### src/rtl/ip_codma_pkg.sv
// ip_codma_pkg
//   Shared types and helpers for the codma engine.
//   - write_state_t : write machine state encoding
//   - SIZE_*        : bus size codes understood by the write machine
//   - size_to_beats : number of 64-bit beats for a size code (0 = unsupported)
package ip_codma_pkg;

  typedef enum logic [2:0] {
    WR_IDLE    = 3'd0,
    WR_ASK     = 3'd1,
    WR_GRANTED = 3'd2,
    WR_DONE    = 3'd3,
    WR_BADSIZE = 3'd4
  } write_state_t;

  localparam logic [3:0] SIZE_8W = 4'd9;
  localparam logic [3:0] SIZE_6W = 4'd8;
  localparam logic [3:0] SIZE_2W = 4'd3;

  function automatic logic [2:0] size_to_beats(input logic [3:0] size);
    case (size)
      SIZE_8W: size_to_beats = 3'd4;
      SIZE_6W: size_to_beats = 3'd3;
      SIZE_2W: size_to_beats = 3'd1;
      default: size_to_beats = 3'd0;
    endcase
  endfunction

endpackage

### src/rtl/ip_codma_write_machine.sv
// ip_codma_write_machine
//   Write-side stage of the codma engine. On need_write_i (in WR_IDLE) it takes
//   a private copy of the read machine's data register, address and size code,
//   requests the bus and sends the buffer as a burst of 64-bit beats
//   (two 32-bit words per beat, low word on [31:0]).
//
// Ports
//   clk_i, reset_n_i          clock, asynchronous active-low reset
//   need_write_i              start request (sampled in WR_IDLE only)
//   wr_addr_i, wr_size_i      burst base address and size code
//   data_reg_i                WORDS x 32-bit data from the read machine
//   stop_i                    synchronous abort, back to WR_IDLE
//   dma_error_i, bus_error_i  error abort, back to WR_IDLE with error flag set
//   bus_req_o / bus_grant_i   bus arbitration
//   bus_addr_o, bus_size_o    captured address / size code
//   bus_write_valid_o/_data_o write beat, accepted when bus_write_ready_i high
//   busy_o                    not in WR_IDLE
//   write_done_o              one-cycle completion pulse
//   wr_state_error_o          sticky error flag
//   wr_state_o                current state
module ip_codma_write_machine
  import ip_codma_pkg::*;
#(
  parameter int ADDR_W = 32,
  parameter int WORDS  = 8,
  parameter int BEAT_W = 64
) (
  input  logic                    clk_i,
  input  logic                    reset_n_i,
  input  logic                    need_write_i,
  input  logic [ADDR_W-1:0]       wr_addr_i,
  input  logic [3:0]              wr_size_i,
  input  logic [WORDS-1:0][31:0]  data_reg_i,
  input  logic                    stop_i,
  input  logic                    dma_error_i,
  output logic                    bus_req_o,
  input  logic                    bus_grant_i,
  output logic [ADDR_W-1:0]       bus_addr_o,
  output logic [3:0]              bus_size_o,
  output logic                    bus_write_valid_o,
  output logic [BEAT_W-1:0]       bus_write_data_o,
  input  logic                    bus_write_ready_i,
  input  logic                    bus_error_i,
  output logic                    busy_o,
  output logic                    write_done_o,
  output logic                    wr_state_error_o,
  output write_state_t            wr_state_o
);

  // Beat index selects a word pair, so it needs one bit less than a word index.
  localparam int CNT_W = $clog2(WORDS) - 1;

  write_state_t              state_q, state_d;
  logic [WORDS-1:0][31:0]    buf_q, buf_d;
  logic [ADDR_W-1:0]         addr_q, addr_d;
  logic [3:0]                size_q, size_d;
  logic [CNT_W-1:0]          beat_q, beat_d;
  logic                      error_q, error_d;

  logic       abort_err;
  logic       accept;
  logic       start;
  logic       last_beat;
  logic [2:0] beats_cur;

  assign abort_err = bus_error_i | dma_error_i;
  assign accept    = (state_q == WR_GRANTED) & bus_write_ready_i;
  // An abort in the request cycle wins: nothing is captured.
  assign start     = (state_q == WR_IDLE) & need_write_i & ~stop_i & ~abort_err;
  assign beats_cur = size_to_beats(size_q);
  assign last_beat = (beat_q == CNT_W'(beats_cur - 3'd1));

  // State and datapath registers
  always_ff @(posedge clk_i or negedge reset_n_i) begin
    if (!reset_n_i) begin
      state_q <= WR_IDLE;
      buf_q   <= '0;
      addr_q  <= '0;
      size_q  <= '0;
      beat_q  <= '0;
      error_q <= 1'b0;
    end else begin
      state_q <= state_d;
      buf_q   <= buf_d;
      addr_q  <= addr_d;
      size_q  <= size_d;
      beat_q  <= beat_d;
      error_q <= error_d;
    end
  end

  // Next-state logic
  always_comb begin
    state_d = state_q;
    buf_d   = buf_q;
    addr_d  = addr_q;
    size_d  = size_q;
    beat_d  = beat_q;
    error_d = error_q;

    case (state_q)
      WR_IDLE: begin
        if (start) begin
          buf_d   = data_reg_i;
          addr_d  = wr_addr_i;
          size_d  = wr_size_i;
          beat_d  = '0;
          if (size_to_beats(wr_size_i) != 3'd0) begin
            state_d = WR_ASK;
            error_d = 1'b0;
          end else begin
            // Flag is raised on entry so it is visible during WR_BADSIZE.
            state_d = WR_BADSIZE;
            error_d = 1'b1;
          end
        end
      end
      WR_ASK: begin
        if (bus_grant_i) state_d = WR_GRANTED;
      end
      WR_GRANTED: begin
        if (accept) begin
          // Counted even under stop: the slave has taken the beat.
          beat_d = beat_q + CNT_W'(1);
          if (last_beat) state_d = WR_DONE;
        end
      end
      WR_DONE:    state_d = WR_IDLE;
      WR_BADSIZE: state_d = WR_IDLE;
      default:    state_d = WR_IDLE;
    endcase

    if (stop_i) state_d = WR_IDLE;
    if (abort_err) begin
      state_d = WR_IDLE;
      error_d = 1'b1;
    end
  end

  // Output logic: decoded from registered state only
  always_comb begin
    bus_req_o         = 1'b0;
    bus_write_valid_o = 1'b0;
    bus_write_data_o  = '0;
    write_done_o      = 1'b0;
    case (state_q)
      WR_ASK: bus_req_o = 1'b1;
      WR_GRANTED: begin
        bus_req_o         = 1'b1;
        bus_write_valid_o = 1'b1;
        bus_write_data_o  = BEAT_W'({buf_q[{beat_q, 1'b1}], buf_q[{beat_q, 1'b0}]});
      end
      WR_DONE: write_done_o = 1'b1;
      default: ;
    endcase
  end

  assign bus_addr_o       = addr_q;
  assign bus_size_o       = size_q;
  assign busy_o           = (state_q != WR_IDLE);
  assign wr_state_error_o = error_q;
  assign wr_state_o       = state_q;

endmodule

### config.mk
export PLATFORM = sky130hd
export DESIGN_NAME = ip_codma_write_machine
export DESIGN_NICKNAME = d
export VERILOG_FILES = /design/src/rtl/ip_codma_pkg.sv /design/src/rtl/ip_codma_write_machine.sv
export SDC_FILE = /design/constraint.sdc
export NUM_CORES = 1
export LEC_CHECK = 0
export BUFFER_PORTS_ARGS = -buffer_cell sky130_fd_sc_hd__clkbuf_2
export CORE_MARGIN = 4
export CORE_UTILIZATION = 43
export CTS_CLUSTER_SIZE = 10
export DETAILED_ROUTE_END_ITERATION = 6
export HOLD_SLACK_MARGIN = 0.08
export PLACE_DENSITY = 0.71
export RECOVER_POWER = 50
export SETUP_SLACK_MARGIN = 0.1
export SLEW_MARGIN = 20
export SYNTH_ARGS = -nofsm -noshare
export SYNTH_HDL_FRONTEND = slang
export SYNTH_SLANG_ARGS = --single-unit
### constraint.sdc
create_clock -name clk_i -period 2.1 [get_ports clk_i]
set_input_delay 0.105 -clock clk_i [delete_from_list [all_inputs] [get_ports clk_i]]
set_output_delay 0.105 -clock clk_i [all_outputs]
set_load 0.01 [all_outputs]
# --- Word-level counts from Yosys, hierarchy flattened ---
# Index checks and enable logic that the tools add are counted.
totals:
  regBits: 298
  in_bits: 300
  output_inout_bits: 108
  elab_cells: 78
classes:
  n_addsub: 2
  order_cmp: 2
  n_eq_ne: 16
  muxes: 27
  bitwise: 7
  n_reduce_logical: 11
op_table:
  columns: ["op", "n"]
  rows:
  - ["$bmux W32 S2", 2]
  - ["$mux W32", 2]
  - ["$mux W64", 1]
  - ["$mux W3", 9]
  - ["$pmux W3 S3", 2]
  - ["$eq A4 B4 Y1 const B", 4]
  - ["$ne A4 B4 Y1 const B", 4]
  - ["$eq A4 B2 Y1 const B", 2]
  - ["$lt A3 B4 Y1 const B", 2]
  - ["$mux W1", 7]
  - ["$eq A3 B2 Y1 const B", 2]
  - ["$pmux W2 S3", 1]
  - ["$reduce_bool A2 Y1", 3]
  - ["$reduce_bool A3 Y1", 2]
  - ["$and A1 B1 Y1", 4]
  - ["$mux W2", 2]
  - ["$ne A2 B2 Y1 const B", 2]
  - ["$pmux W2 S2", 1]
  - ["$reduce_and A2 Y1", 2]
  - ["$reduce_and A4 Y1", 1]
  - ["$eq A3 B1 Y1 const B", 1]
  - ["$logic_not A3 Y1", 1]
  - ["$reduce_and A3 Y1", 1]
  - ["$add A2 B1 Y2 const B", 1]
  - ["other kinds (5)", 6]

# --- Longest topological paths before layout ---
depth:
  word_depth: 12
  ltp_mapped: 5
  depth_no_buf: 5

# --- Worst setup path before layout ---
# Ideal clock, no wire load.
synth_timing:
  path_type: "flip-flop to flip-flop"
  from: "register state_q[0], in the netlist wr_state_o[0]"
  to: "register size_q[1], in the netlist bus_size_o[1]"
  setup_ns: 0.128
  arrival_ns: 1.591
  t_required_ns: 1.972
  path_slack_ns: 0.381
  path_stages_with_launch: 6
  path_buffers: 2
  period_less_slack_ns: 1.719
  path_cell_list: "dfrtp_1 > nor4_4 > nand3_2 > buf_6 > buf_6 > mux2_1"
synth_between:
  elab_chain_cells: 5
synth_lines:
  columns: ["element", "line_no", "rtl"]
  rows:
  - ["start, declared", "ip_codma_write_machine.sv:53", "write_state_t state_q, state_d;"]
  - ["start signal, assigned", "ip_codma_write_machine.sv:83", "state_q <= state_d;"]
  - ["$logic_not A3 Y1 (*)", "ip_codma_write_machine.sv:69, ip_codma_write_machine.sv:101", null]
  - ["$and A1 B1 Y1 (3 in series)", "ip_codma_write_machine.sv:69", "assign start = (state_q == WR_IDLE) & need_write_i & ~stop_i & ~abort_err;"]
  - ["$reduce_and A2 Y1 (no source line) (*)", null, null]
  - ["end signal, assigned", "ip_codma_write_machine.sv:86", "size_q <= size_d;"]
  - ["end, declared", "ip_codma_write_machine.sv:56", "logic [3:0] size_q, size_d;"]
# Mark *: on every way between the ends. The rest lies on a longest branch, timed or not.
# A chain may end at the register's enable or synchronous reset.

# --- Final worst setup path ---
layout_timing:
  from: "register beat_q[0]"
  to: "output bus_write_data_o[3]"
layout_between:
  elab_chain_cells: 3
layout_lines:
  columns: ["element", "line_no", "rtl"]
  rows:
  - ["start, declared", "ip_codma_write_machine.sv:57", "logic [CNT_W-1:0] beat_q, beat_d;"]
  - ["start signal, assigned", "ip_codma_write_machine.sv:87", "beat_q <= beat_d;"]
  - ["$bmux W32 S2", "ip_codma_write_machine.sv:151", "bus_write_data_o = BEAT_W'({buf_q[{beat_q, 1'b1}], buf_q[{beat_q, 1'b0}]});"]
  - ["$mux W32 (implied by the code)", "ip_codma_write_machine.sv:151", null]
  - ["$mux W64", "ip_codma_write_machine.sv:146", "case (state_q)"]
  - ["end, declared", "ip_codma_write_machine.sv:41", "output logic [BEAT_W-1:0] bus_write_data_o,"]
# Every way passes these cells. The select of a mux whose other input is x is not followed.

==> results.sh <==
export IMPL_synth_area_leader_cell="dfrtp_1"
export IMPL_fmaxAchievable_ghz=0.4368
export IMPL_path_class="flip-flop to output port"
export IMPL_worstPathArrival_ns=2.18
export IMPL_row_count=64
export IMPL_finalMaxSlewViolations=60
export IMPL_cts_max_level=2
export IMPL_cts_root_buf="clkbuf_16"
export IMPL_synth_area_top_cells="dfrtp_1 (56%), mux2_1 (23%), mux4_2 (11%)"
export IMPL_n_fill_cell=2040
export IMPL_synthFlopType="dfrtp_1"
export IMPL_gp_congestion=0.7795
export IMPL_yosysTopAreaCellShare_pct=55.82
export IMPL_synth_edff_count=0
export IMPL_area_delta_synth_final_pct=53.27
export IMPL_cts_buffer_depth=3
export IMPL_slowest_stage="dfrtp_4"
export IMPL_drtIter0Drc=465
export IMPL_antenna_found_initial=8
export IMPL_cp_start_kind="flip-flop"
export IMPL_crit_family="flip-flops"
export IMPL_clk_latency_ns=0.49
export IMPL_syn_nets=1128
export IMPL_dieWidth_um=184.3
export IMPL_grt_max_degree=140
export IMPL_grt_pass1_vias=11720
export IMPL_via_per_inst=5.234
export IMPL_multiInputGateArea_sq_mm=0.005700
export IMPL_die_h_um=184.3
export IMPL_yosysSeqAreaShare_pct=55.82
export IMPL_crit_fanout=7
export IMPL_fin_crit_sh_pct=109.0
export IMPL_worst_pin_slew_ns=1.619
export IMPL_power_density_mw_per_mm2=797.2
export IMPL_grt_overflow_total=0
export IMPL_grt_total_usage_pct=24.08
export IMPL_fin_skew_ns=0.01089
export IMPL_grt_pass1_wl_um=63940
export IMPL_status="finished with violations"
export IMPL_peakVddDrop_v=0.0007574
export IMPL_cap_violations=1
export IMPL_period_needed_ns=2.289
export IMPL_seq_area_sq_mm=0.007466
export IMPL_syn_area_sq_mm=0.01336
export IMPL_cts_sinks=298
export IMPL_final_cell_mix="clkbuf_2 (354), dlygate4sd3_1 (300), dfrtp_1 (295), mux2_1 (269), mux4_2 (64)"
export IMPL_core_sq_mm=0.03059
export IMPL_hold_violations=0
export IMPL_relSlewSlack_pct=-7.903
export IMPL_avgSynthCellArea_sq_um=16.13
export IMPL_utilization_pct=66.94
export IMPL_start_util_pct=43.67
export IMPL_drive_above_1_share_pct=39.40
export IMPL_tns_ns=-8.050
export IMPL_synth_warnings=0
export IMPL_cts_made_buffers=36
export IMPL_path_clk_slew_ns=0.05
export IMPL_violations="capacitance limit, slew limit, setup timing"
export IMPL_rsz0062_at_grt="true"
export IMPL_postSynthCellCount=828
export IMPL_worstHoldPathType="primary input to flip-flop"
export IMPL_setup_viol=64
export IMPL_die_area_sq_mm=0.03395
export IMPL_dpl_cell_area_sq_mm=0.01582
export IMPL_drtPass1Iterations=4
export IMPL_path_cells="buf_12 -> clkbuf_16 -> mux4_2 -> and3_4 -> buf_6"
export IMPL_fin_nets=1849
export IMPL_slowest_delay_ns=0.55
export IMPL_worst_path_buf_inv=3
export IMPL_num_vias=10270
export IMPL_layout_commonest_cell="clkbuf_2"
export IMPL_port_buffers=407
export IMPL_required_ns=2.00
export IMPL_ys_async_sr_fraction_pct=100.0
export IMPL_ioPinCount=408
export IMPL_worstSetupEndpointType="output port"
export IMPL_hpwl_um=24530
export IMPL_synth_ff_latch_count=298
export IMPL_ant_nets=0
export IMPL_cts_tree="done"
export IMPL_drc=0
export IMPL_synth_cell_types=35
export IMPL_setup_ws_ns=-0.1893
export IMPL_final_cell_area_sq_mm=0.02048
export IMPL_wl_um=43130
export IMPL_wl_per_cell_um=21.98
export IMPL_leakagePower_nw=9.347
[final timing paths]
kind	slack [ns]	depth (start not counted)	from	end
worst max-delay path	-0.19	5	beat_q[0]	bus_write_data_o[3]
worst min-delay path	0.21	5	need_write_i	wr_state_o[0]
worst max register to register	0.19	5	wr_state_o[0]	bus_addr_o[20]
worst min register to register	0.48	1	buf_q[137]	buf_q[137]
max in group asynchronous	0.16	3	reset_n_i	buf_q[7]
min in group asynchronous	0.59	2	reset_n_i	buf_q[22]
[sequential cells by signal (all words and copies together) (netlist names)]
name and flops:
beat_q 2, buf_q 256, bus_addr_o 32, bus_size_o 4, wr_state_error_o 1, wr_state_o 3
[synth_stat cells (all sizes together) (2+ instances only)]
master  instances
dfrtp         298
mux2          292
and3           64
mux4           64
buf            42
clkbuf         21
nand2           7
o21ai           6
nor2            5
nand3           4
a21oi           2
nand2b          2
nand3b          2
nor2b           2
[routing by layer]
| layer | track usage [%] | vias up | share of wire, % |
|---|---|---|---|
| met5 | 0 | - | 0 |
| met3 | 5.763 | 114 | 6.6 |
| li1 | - | 4536 | - |
| met2 | 43.10 | 418 | 53 |
| met4 | 10.62 | 0 | 4.0 |
| met1 | 27.44 | 5201 | 37 |
[layout make-up]
cell class / count / area share (%)
tap: 396 / 2.420
clock buffer: 44 / 4.797
clock inverter: 1 / 0.02444
sequential: 298 / 36.46
inverter: 1 / 0.01833
antenna: 10 / 0.1222
timing repair buffer: 746 / 28.32
multi-input combinational: 466 / 27.84
[report_power, final]
group | leakage, nW | internal [mW] | switching, mW | total [mW]
Sequential | 3.58 | 7.09 | 0.773 | 7.86
Combinational | 5.28 | 1.87 | 1.12 | 2.99
Clock | 0.486 | 3.24 | 2.24 | 5.47
[logic make-up (layout without fill, tap and decap cells)]
logic type             count (synthesis)  in the layout  synth area share [%]
other                                  0             10                     0
AOI/OAI and AO/OA                     14             14                0.6464
buffers and inverters                 64            792                 3.587
and+or+nand+nor                       96             96                 4.542
DFF                                  298            298                 55.82
muxes                                356            356                 35.40
[metrics by stage]
step | hold WS (ns) | setup WS [ns] | instances | power (mW)
2_1_floorplan | -0.1906 | 0.3815 | 828 | 9.219
3_3_place_gp | 0.09721 | 0.2188 | 1595 | 10.13
3_5_place_dp | 0.09241 | 0.2312 | 1595 | 10.30
4_1_cts | 0.1513 | -0.2217 | 1948 | 16.33
5_1_grt | 0.2306 | -0.2637 | 1961 | 17.10
6_report | 0.2073 | -0.1893 | 1962 | 16.32
[timing repair]
| item | 4_1_cts | 5_1_grt |
|---|---|---|
| pin swaps | 1 | 2 |
| setup buffers | 6 | 2 |
| gates resized for setup | 55 | 90 |
| gates cloned | 2 | 2 |
| hold endpoints to repair | 596 | 0 |
| hold buffers | 300 | 0 |
| setup endpoints to repair | 68 | 88 |
[worst min-delay path: stages]
cell and delay (ns):
clkbuf_2 0.15, nor2b_1 0.15, o21ai_0 0.08, a211o_1 0.12, o22ai_1 0.05
Note: power is estimated with default switching activity, not from simulation.
